<file path="src/rtl/mem_wb_skid_reg_pkg.sv">
// Shared widths, exception codes and occupancy encoding for the MEM/WB elastic buffer.
package mem_wb_skid_reg_pkg;

    localparam int MWB_DATA_W         = 32;
    localparam int MWB_REG_ADDR_W     = 5;
    localparam int MWB_EXP_W          = 4;
    localparam int MWB_HART_NUM       = 4;
    localparam int MWB_EXP_NO_EXP     = 0;
    localparam int MWB_EXP_MISS_ALIGN = 1;

    // Encoded as {head_v, skid_v}.
    typedef enum logic [1:0] {
        OCC_EMPTY = 2'b00,
        OCC_ONE   = 2'b10,
        OCC_FULL  = 2'b11
    } occ_e;

    function automatic occ_e occ_from_count(input logic [1:0] n);
        case (n)
            2'd0:    return OCC_EMPTY;
            2'd1:    return OCC_ONE;
            default: return OCC_FULL;
        endcase
    endfunction

endpackage

</file>
<file path="src/rtl/mem_wb_skid_reg_if.sv">
// MEM-side push bus, WB-side pop bus and per-hart flush for the MEM/WB buffer.
interface mem_wb_skid_reg_if
    import mem_wb_skid_reg_pkg::*;
#(
    parameter int DATA_W     = MWB_DATA_W,
    parameter int REG_ADDR_W = MWB_REG_ADDR_W,
    parameter int EXP_W      = MWB_EXP_W,
    parameter int HART_NUM   = MWB_HART_NUM
);
    logic                  ex_en;
    logic                  ex_ready;
    logic [EXP_W-1:0]      ex_exp_code;
    logic [DATA_W-1:0]     ex_pc;
    logic [REG_ADDR_W-1:0] ex_rd_addr;
    logic                  ex_gpr_we_;
    logic [HART_NUM-1:0]   ex_hart_st;
    logic [DATA_W-1:0]     out;
    logic                  miss_align;
    logic [HART_NUM-1:0]   flush_hart;
    logic                  wb_ready;
    logic                  mem_en;
    logic [EXP_W-1:0]      mem_exp_code;
    logic [DATA_W-1:0]     mem_pc;
    logic [REG_ADDR_W-1:0] mem_rd_addr;
    logic                  mem_gpr_we_;
    logic [DATA_W-1:0]     mem_out;
    logic [HART_NUM-1:0]   mem_hart_st;

    modport master (
        output ex_en, ex_exp_code, ex_pc, ex_rd_addr, ex_gpr_we_, ex_hart_st,
               out, miss_align, flush_hart, wb_ready,
        input  ex_ready, mem_en, mem_exp_code, mem_pc, mem_rd_addr,
               mem_gpr_we_, mem_out, mem_hart_st
    );

    modport slave (
        input  ex_en, ex_exp_code, ex_pc, ex_rd_addr, ex_gpr_we_, ex_hart_st,
               out, miss_align, flush_hart, wb_ready,
        output ex_ready, mem_en, mem_exp_code, mem_pc, mem_rd_addr,
               mem_gpr_we_, mem_out, mem_hart_st
    );

endinterface

</file>
<file path="src/rtl/mem_wb_entry.sv">
// One buffer slot: load with optional miss-align transform, clear to reset values, else hold.
module mem_wb_entry
    import mem_wb_skid_reg_pkg::*;
#(
    parameter int DATA_W         = MWB_DATA_W,
    parameter int REG_ADDR_W     = MWB_REG_ADDR_W,
    parameter int EXP_W          = MWB_EXP_W,
    parameter int HART_NUM       = MWB_HART_NUM,
    parameter int EXP_NO_EXP     = MWB_EXP_NO_EXP,
    parameter int EXP_MISS_ALIGN = MWB_EXP_MISS_ALIGN
) (
    input  logic                  clk,
    input  logic                  reset,
    input  logic                  load_i,
    input  logic                  clear_i,
    input  logic                  miss_align_i,
    input  logic [EXP_W-1:0]      exp_code_i,
    input  logic [DATA_W-1:0]     pc_i,
    input  logic [REG_ADDR_W-1:0] rd_addr_i,
    input  logic                  gpr_we_n_i,
    input  logic [DATA_W-1:0]     out_i,
    input  logic [HART_NUM-1:0]   hart_st_i,
    output logic [EXP_W-1:0]      exp_code_o,
    output logic [DATA_W-1:0]     pc_o,
    output logic [REG_ADDR_W-1:0] rd_addr_o,
    output logic                  gpr_we_n_o,
    output logic [DATA_W-1:0]     out_o,
    output logic [HART_NUM-1:0]   hart_st_o
);

    logic [EXP_W-1:0]      exp_code_q, exp_code_d;
    logic [DATA_W-1:0]     pc_q, pc_d;
    logic [REG_ADDR_W-1:0] rd_addr_q, rd_addr_d;
    logic                  gpr_we_n_q, gpr_we_n_d;
    logic [DATA_W-1:0]     out_q, out_d;
    logic [HART_NUM-1:0]   hart_st_q, hart_st_d;

    // Load wins over clear so a killed slot can be refilled in the same cycle.
    always_comb begin
        exp_code_d = exp_code_q;
        pc_d       = pc_q;
        rd_addr_d  = rd_addr_q;
        gpr_we_n_d = gpr_we_n_q;
        out_d      = out_q;
        hart_st_d  = hart_st_q;
        if (load_i) begin
            pc_d      = pc_i;
            hart_st_d = hart_st_i;
            if (miss_align_i) begin
                exp_code_d = EXP_W'(EXP_MISS_ALIGN);
                rd_addr_d  = '0;
                gpr_we_n_d = 1'b1;
                out_d      = '0;
            end else begin
                exp_code_d = exp_code_i;
                rd_addr_d  = rd_addr_i;
                gpr_we_n_d = gpr_we_n_i;
                out_d      = out_i;
            end
        end else if (clear_i) begin
            exp_code_d = EXP_W'(EXP_NO_EXP);
            pc_d       = '0;
            rd_addr_d  = '0;
            gpr_we_n_d = 1'b1;
            out_d      = '0;
            hart_st_d  = '0;
        end
    end

    always_ff @(posedge clk) begin
        if (reset) begin
            exp_code_q <= EXP_W'(EXP_NO_EXP);
            pc_q       <= '0;
            rd_addr_q  <= '0;
            gpr_we_n_q <= 1'b1;
            out_q      <= '0;
            hart_st_q  <= '0;
        end else begin
            exp_code_q <= exp_code_d;
            pc_q       <= pc_d;
            rd_addr_q  <= rd_addr_d;
            gpr_we_n_q <= gpr_we_n_d;
            out_q      <= out_d;
            hart_st_q  <= hart_st_d;
        end
    end

    assign exp_code_o = exp_code_q;
    assign pc_o       = pc_q;
    assign rd_addr_o  = rd_addr_q;
    assign gpr_we_n_o = gpr_we_n_q;
    assign out_o      = out_q;
    assign hart_st_o  = hart_st_q;

endmodule

</file>
<file path="src/rtl/mem_wb_skid_reg.sv">
// MEM/WB two-entry skid buffer with registered ready, per-hart flush and compaction.
//   state     | meaning
//   OCC_EMPTY | no valid entry, mem_en=0
//   OCC_ONE   | head valid, skid empty, ex_ready=1
//   OCC_FULL  | head and skid valid, ex_ready=0
module mem_wb_skid_reg
    import mem_wb_skid_reg_pkg::*;
#(
    parameter int DATA_W         = MWB_DATA_W,
    parameter int REG_ADDR_W     = MWB_REG_ADDR_W,
    parameter int EXP_W          = MWB_EXP_W,
    parameter int HART_NUM       = MWB_HART_NUM,
    parameter int EXP_NO_EXP     = MWB_EXP_NO_EXP,
    parameter int EXP_MISS_ALIGN = MWB_EXP_MISS_ALIGN
) (
    input  logic               clk,
    input  logic               reset,
    mem_wb_skid_reg_if.slave   bus
);

    occ_e occ_q, occ_d;
    logic ex_ready_q, ex_ready_d;

    logic                  head_v, skid_v;
    logic                  push, pop;
    logic                  kill_h, kill_s, kill_p;
    logic                  h_stay, s_live, p_live;
    logic                  head_load, head_clear, skid_load, skid_clear;
    logic [1:0]            count;

    logic [EXP_W-1:0]      h_exp, s_exp, hsrc_exp;
    logic [DATA_W-1:0]     h_pc, s_pc, hsrc_pc;
    logic [REG_ADDR_W-1:0] h_rd, s_rd, hsrc_rd;
    logic                  h_we_n, s_we_n, hsrc_we_n, hsrc_ma;
    logic [DATA_W-1:0]     h_out, s_out, hsrc_out;
    logic [HART_NUM-1:0]   h_hart, s_hart, hsrc_hart;

    assign head_v = occ_q[1];
    assign skid_v = occ_q[0];

    always_comb begin
        push   = bus.ex_en & ex_ready_q;
        pop    = head_v & bus.wb_ready;
        kill_h = head_v & (|(h_hart & bus.flush_hart));
        kill_s = skid_v & (|(s_hart & bus.flush_hart));
        kill_p = |(bus.ex_hart_st & bus.flush_hart);

        // Survivors in FIFO order: head, skid, incoming. First goes to head, second to skid.
        h_stay = head_v & ~kill_h & ~pop;
        s_live = skid_v & ~kill_s;
        p_live = push & ~kill_p;

        head_load  = ~h_stay & (s_live | p_live);
        head_clear = ~h_stay & ~head_load;
        skid_load  = p_live & (h_stay ^ s_live);
        skid_clear = ~(h_stay & s_live) & ~skid_load;

        count = {1'b0, h_stay} + {1'b0, s_live} + {1'b0, p_live};
        occ_d = occ_from_count(count);
        ex_ready_d = (occ_d != OCC_FULL);

        hsrc_exp  = s_live ? s_exp  : bus.ex_exp_code;
        hsrc_pc   = s_live ? s_pc   : bus.ex_pc;
        hsrc_rd   = s_live ? s_rd   : bus.ex_rd_addr;
        hsrc_we_n = s_live ? s_we_n : bus.ex_gpr_we_;
        hsrc_out  = s_live ? s_out  : bus.out;
        hsrc_hart = s_live ? s_hart : bus.ex_hart_st;
        hsrc_ma   = ~s_live & bus.miss_align;
    end

    always_ff @(posedge clk) begin
        if (reset) begin
            occ_q      <= OCC_EMPTY;
            ex_ready_q <= 1'b1;
        end else begin
            occ_q      <= occ_d;
            ex_ready_q <= ex_ready_d;
        end
    end

    mem_wb_entry #(
        .DATA_W(DATA_W), .REG_ADDR_W(REG_ADDR_W), .EXP_W(EXP_W), .HART_NUM(HART_NUM),
        .EXP_NO_EXP(EXP_NO_EXP), .EXP_MISS_ALIGN(EXP_MISS_ALIGN)
    ) u_head (
        .clk(clk), .reset(reset),
        .load_i(head_load), .clear_i(head_clear), .miss_align_i(hsrc_ma),
        .exp_code_i(hsrc_exp), .pc_i(hsrc_pc), .rd_addr_i(hsrc_rd),
        .gpr_we_n_i(hsrc_we_n), .out_i(hsrc_out), .hart_st_i(hsrc_hart),
        .exp_code_o(h_exp), .pc_o(h_pc), .rd_addr_o(h_rd),
        .gpr_we_n_o(h_we_n), .out_o(h_out), .hart_st_o(h_hart)
    );

    mem_wb_entry #(
        .DATA_W(DATA_W), .REG_ADDR_W(REG_ADDR_W), .EXP_W(EXP_W), .HART_NUM(HART_NUM),
        .EXP_NO_EXP(EXP_NO_EXP), .EXP_MISS_ALIGN(EXP_MISS_ALIGN)
    ) u_skid (
        .clk(clk), .reset(reset),
        .load_i(skid_load), .clear_i(skid_clear), .miss_align_i(bus.miss_align),
        .exp_code_i(bus.ex_exp_code), .pc_i(bus.ex_pc), .rd_addr_i(bus.ex_rd_addr),
        .gpr_we_n_i(bus.ex_gpr_we_), .out_i(bus.out), .hart_st_i(bus.ex_hart_st),
        .exp_code_o(s_exp), .pc_o(s_pc), .rd_addr_o(s_rd),
        .gpr_we_n_o(s_we_n), .out_o(s_out), .hart_st_o(s_hart)
    );

    assign bus.ex_ready     = ex_ready_q;
    assign bus.mem_en       = head_v;
    assign bus.mem_exp_code = h_exp;
    assign bus.mem_pc       = h_pc;
    assign bus.mem_rd_addr  = h_rd;
    assign bus.mem_gpr_we_  = h_we_n;
    assign bus.mem_out      = h_out;
    assign bus.mem_hart_st  = h_hart;

endmodule

</file>
<file path="src/flat_wrapper.sv">
// flat-port wrapper written by rule: the top's interface ports become plain ports
module mem_wb_skid_reg_flat import mem_wb_skid_reg_pkg::*;
#(
    parameter int DATA_W         = MWB_DATA_W,
    parameter int REG_ADDR_W     = MWB_REG_ADDR_W,
    parameter int EXP_W          = MWB_EXP_W,
    parameter int HART_NUM       = MWB_HART_NUM,
    parameter int EXP_NO_EXP     = MWB_EXP_NO_EXP,
    parameter int EXP_MISS_ALIGN = MWB_EXP_MISS_ALIGN
)
  (clk, reset, bus_ex_en, bus_ex_exp_code, bus_ex_pc, bus_ex_rd_addr, bus_ex_gpr_we_, bus_ex_hart_st, bus_out, bus_miss_align, bus_flush_hart, bus_wb_ready, bus_ex_ready, bus_mem_en, bus_mem_exp_code, bus_mem_pc, bus_mem_rd_addr, bus_mem_gpr_we_, bus_mem_out, bus_mem_hart_st);
  mem_wb_skid_reg_if #(.DATA_W(DATA_W), .REG_ADDR_W(REG_ADDR_W), .EXP_W(EXP_W), .HART_NUM(HART_NUM)) bus_i ();
  input  logic clk;
  input  logic reset;
  input wire logic [$bits(bus_i.ex_en)-1:0] bus_ex_en;
  input wire logic [$bits(bus_i.ex_exp_code)-1:0] bus_ex_exp_code;
  input wire logic [$bits(bus_i.ex_pc)-1:0] bus_ex_pc;
  input wire logic [$bits(bus_i.ex_rd_addr)-1:0] bus_ex_rd_addr;
  input wire logic [$bits(bus_i.ex_gpr_we_)-1:0] bus_ex_gpr_we_;
  input wire logic [$bits(bus_i.ex_hart_st)-1:0] bus_ex_hart_st;
  input wire logic [$bits(bus_i.out)-1:0] bus_out;
  input wire logic [$bits(bus_i.miss_align)-1:0] bus_miss_align;
  input wire logic [$bits(bus_i.flush_hart)-1:0] bus_flush_hart;
  input wire logic [$bits(bus_i.wb_ready)-1:0] bus_wb_ready;
  output wire logic [$bits(bus_i.ex_ready)-1:0] bus_ex_ready;
  output wire logic [$bits(bus_i.mem_en)-1:0] bus_mem_en;
  output wire logic [$bits(bus_i.mem_exp_code)-1:0] bus_mem_exp_code;
  output wire logic [$bits(bus_i.mem_pc)-1:0] bus_mem_pc;
  output wire logic [$bits(bus_i.mem_rd_addr)-1:0] bus_mem_rd_addr;
  output wire logic [$bits(bus_i.mem_gpr_we_)-1:0] bus_mem_gpr_we_;
  output wire logic [$bits(bus_i.mem_out)-1:0] bus_mem_out;
  output wire logic [$bits(bus_i.mem_hart_st)-1:0] bus_mem_hart_st;
  assign bus_i.ex_en = bus_ex_en;
  assign bus_i.ex_exp_code = bus_ex_exp_code;
  assign bus_i.ex_pc = bus_ex_pc;
  assign bus_i.ex_rd_addr = bus_ex_rd_addr;
  assign bus_i.ex_gpr_we_ = bus_ex_gpr_we_;
  assign bus_i.ex_hart_st = bus_ex_hart_st;
  assign bus_i.out = bus_out;
  assign bus_i.miss_align = bus_miss_align;
  assign bus_i.flush_hart = bus_flush_hart;
  assign bus_i.wb_ready = bus_wb_ready;
  assign bus_ex_ready = bus_i.ex_ready;
  assign bus_mem_en = bus_i.mem_en;
  assign bus_mem_exp_code = bus_i.mem_exp_code;
  assign bus_mem_pc = bus_i.mem_pc;
  assign bus_mem_rd_addr = bus_i.mem_rd_addr;
  assign bus_mem_gpr_we_ = bus_i.mem_gpr_we_;
  assign bus_mem_out = bus_i.mem_out;
  assign bus_mem_hart_st = bus_i.mem_hart_st;
  mem_wb_skid_reg #(.DATA_W(DATA_W), .REG_ADDR_W(REG_ADDR_W), .EXP_W(EXP_W), .HART_NUM(HART_NUM), .EXP_NO_EXP(EXP_NO_EXP), .EXP_MISS_ALIGN(EXP_MISS_ALIGN)) u_core (.clk(clk), .reset(reset), .bus(bus_i));
endmodule
</file>
<file path="config.mk">
export PLATFORM = sky130hd
export DESIGN_NAME = mem_wb_skid_reg_flat
export DESIGN_NICKNAME = d
export VERILOG_FILES = /design/src/rtl/mem_wb_skid_reg_pkg.sv /design/src/rtl/mem_wb_skid_reg_if.sv /design/src/rtl/mem_wb_entry.sv /design/src/rtl/mem_wb_skid_reg.sv /design/src/flat_wrapper.sv
export SDC_FILE = /design/constraint.sdc
export NUM_CORES = 1
export LEC_CHECK = 0
export BUFFER_PORTS_ARGS = -buffer_cell sky130_fd_sc_hd__clkbuf_2
export CORE_ASPECT_RATIO = 0.7
export CORE_MARGIN = 4
export CORE_UTILIZATION = 29
export CTS_CLUSTER_SIZE = 20
export DETAILED_ROUTE_END_ITERATION = 10
export PLACE_DENSITY = 0.55
export SLEW_MARGIN = 15
export SYNTH_ARGS = -nofsm -noshare
export SYNTH_HDL_FRONTEND = slang
export SYNTH_SLANG_ARGS = --single-unit
</file>
<file path="constraint.sdc">
create_clock -name clk -period 3.9 [get_ports clk]
set_input_delay 0.39 -clock clk [delete_from_list [all_inputs] [get_ports clk]]
set_output_delay 0.39 -clock clk [all_outputs]
set_load 0.02 [all_outputs]
</file>
==> qor.yml <==
cap_violations: 0
hp-class: "primary input to flop"
synthFlopType: "dfxtp_1"
antenna_cells: 0
first_global_vias: 5637
nNetsFinal: 982
critPathMaxFanout: 32
clock_path_buffers: 2
end_kind: "flop"
synth_compound_area_frac: 0.138
area_growth_pct: 24.7
synth_top_area_cell: "dfxtp_1"
critPathKind: "flop to flop"
syn_area_per_cell_um2: 8.54
cp-start-kind: "flop"
viasPerCell: 4.77
clk_pin_slew_ns: 0.07
yosysUniqueCellTypes: 31
final_common_cell: "clkbuf_2"
syn-instance-count: 764
route.detailed.drc: 0
synth_mux_area_frac: 0.115
grt_pass1_wl_mm: 31.1
die_y_um: 134
synth_edf_count: 0
critPathTopFamily: "simple AND/OR/NAND/NOR gates"
die_w_um: 187
synth_top_area_share: 0.488
clkLatencyLatePin_ns: 0.43
routedWlPerCell_um: 16.2
vias: 5669
cts_hold_buf: 0
synthAdderAreaFrac: 0.00498
coreArea_mm2: 0.0219
grt_max_degree: 60
antenna_left: 0
syn_area_mm2: 0.00653
slew_headroom: 0.277
status: "completed"
cp_slowest_cell: "and4_2"
root_buffer: "clkbuf_16"
pin_count: 167
arrival_ns: 3.04
crit_chain: "a21boi_1 -> nand3_4 -> inv_1 -> ha_4 -> and4_2 -> buf_12 -> nand2_1 -> a21oi_1"
finalHoldViolations: 0
dpl.hpwl_mm: 12.2
synth_top_family_by_area: "simple AND/OR/NAND/NOR gates"
finish.utilization: 0.372
drive_gt1_frac: 0.245
antenna_found_initial: 1
power_density_mw_per_mm2: 437
slew_violations: 0
grt.total_usage: 0.154
cts_tree: "yes"
htree_levels: 4
synthArstFlopShare: 0
routed_wl_mm: 19.3
min_period_over_period: 0.690
path_buf_inv: 2
ys_warn_count: 0
synthSimpleGateAreaFrac: 0.203
yosysSeqAreaShare: 0.488
finalSetupTns_ns: 0
finalClockSkew_ns: 0.0157
ctsResizeCount: 0
grt.overflow.total: 0
ys_ff_latch: 159
ir_drop_mv: 0.297
grt_setup_unrepaired: "no"
row_count: 45
start_util: 0.298
drtIter0Drc: 278
setup_viol: 0
io_buffer_count: 166
clock-sinks: 159
cts_inserted_buffers: 17
synth_nets: 853
cpPeakStageDelay_ns: 0.56
drtPass1Iterations: 5
worstPathRequired_ns: 4.25
ys_top_cells_by_area: "dfxtp_1, mux2i_1, nand2_1"
p_leak_uw: 0.00360
fmax_ghz: 0.372
final_cell_mix: "clkbuf_2, nand2_1, dfxtp_1, nand3_1, a21oi_1"
worstMarginPinSlew_ns: 1.08
post-route-min-period_ns: 2.69
synthXorXnorAreaFrac: 0
cts_setup_buffers: 0
dieArea_mm2: 0.0250
place.gp.congestion: 0.724
-- path summary, 6_finish.rpt --
| kind | to | start | cells past startpoint | slack [ns] |
|---|---|---|---|---|
| worst max-delay path | u_core.u_skid.out_o[1] | u_core.occ_q[0] | 8 | 1.21 |
| worst min register to register | u_core.u_head.pc_o[22] | u_core.u_head.pc_o[22] | 2 | 0.45 |
| worst max register to register | u_core.u_skid.out_o[1] | u_core.occ_q[0] | 8 | 1.21 |
| worst min-delay path | u_core.u_skid.pc_o[31] | bus_ex_pc[31] | 3 | 0.19 |
-- flip-flops by register name (all words and copies together) (netlist names), 2 cells and up --
name / count
u_core.u_skid.exp_code_o: 4
u_core.u_head.out_o: 32
u_core.u_skid.out_o: 32
u_core.occ_q: 2
u_core.u_skid.pc_o: 32
u_core.u_head.hart_st_o: 4
u_core.u_head.exp_code_o: 4
u_core.u_skid.rd_addr_o: 5
u_core.u_head.rd_addr_o: 5
u_core.u_skid.hart_st_o: 4
u_core.u_head.pc_o: 32
-- Yosys cell counts (3+ instances only) --
cell / instances
a21oi_1: 78
a222oi_1: 3
buf_1: 8
buf_2: 17
buf_4: 5
buf_6: 4
clkbuf_1: 31
dfxtp_1: 159
inv_1: 5
mux2i_1: 75
nand2_1: 159
nand3_1: 79
nor2_1: 5
nor2b_1: 41
o21ai_0: 47
o21ai_1: 20
o21ai_2: 10
o31ai_1: 3
-- metrics by stage --
stage / worst slack [ns] / std cells / total power [uW] / hold WS [ns] / instance area [um^2]
CTS: 1.17 / 1188 / 3610 / 0.171 / 8140
floorplan: 1.59 / 764 / 1810 / 0.447 / 6530
finish: 1.21 / 1188 / 3560 / 0.192 / 8140
global route: 0.978 / 1188 / 3710 / 0.183 / 8140
global placement: 1.11 / 1156 / 1920 / 0.435 / 7560
detailed placement: 1.05 / 1156 / 1920 / 0.442 / 7560
-- tightest hold or removal path, delay by kind of cell --
| family | cells | cell delay, ns |
|---|---|---|
| buffers and inverters | 1 | 0.09 |
| and+or+nand+nor | 1 | 0.05 |
| AOI/OAI and AO/OA | 1 | 0.05 |
-- cell type report --
type	instances	area [um^2]
Inverter	5	18.8
Clock buffer	18	429
Tap cell	282	353
Multi-Input combinational cell	535	3040
Fill cell	2294	13800
Timing Repair Buffer	175	961
Sequential cell	159	3180
Clock inverter	14	158
-- power by group --
| part | leakage [uW] | internal (uW) | switching, uW |
|---|---|---|---|
| Sequential | 0.00128 | 1640 | 11.8 |
| Combinational | 0.00205 | 85.4 | 137 |
| Clock | 0.000267 | 954 | 724 |
| Total | 0.00360 | 2680 | 873 |
-- kinds of logic after synthesis --
family                     Yosys count
DFF                                159
AOI/OAI and AO/OA                  165
muxes                               75
adders and majority gates            2
buffers and inverters               70
and+or+nand+nor                    293
-- metal layers --
metal / vias up / global-route usage / wire length (um)
met5: - / 0 / 13
met4: 2 / 0.0333 / 133
met3: 11 / 0.0547 / 1140
met2: 139 / 0.231 / 8100
met1: 2650 / 0.214 / 9890
li1: 2867 / - / -
Note: power is estimated with default switching activity, not from simulation.
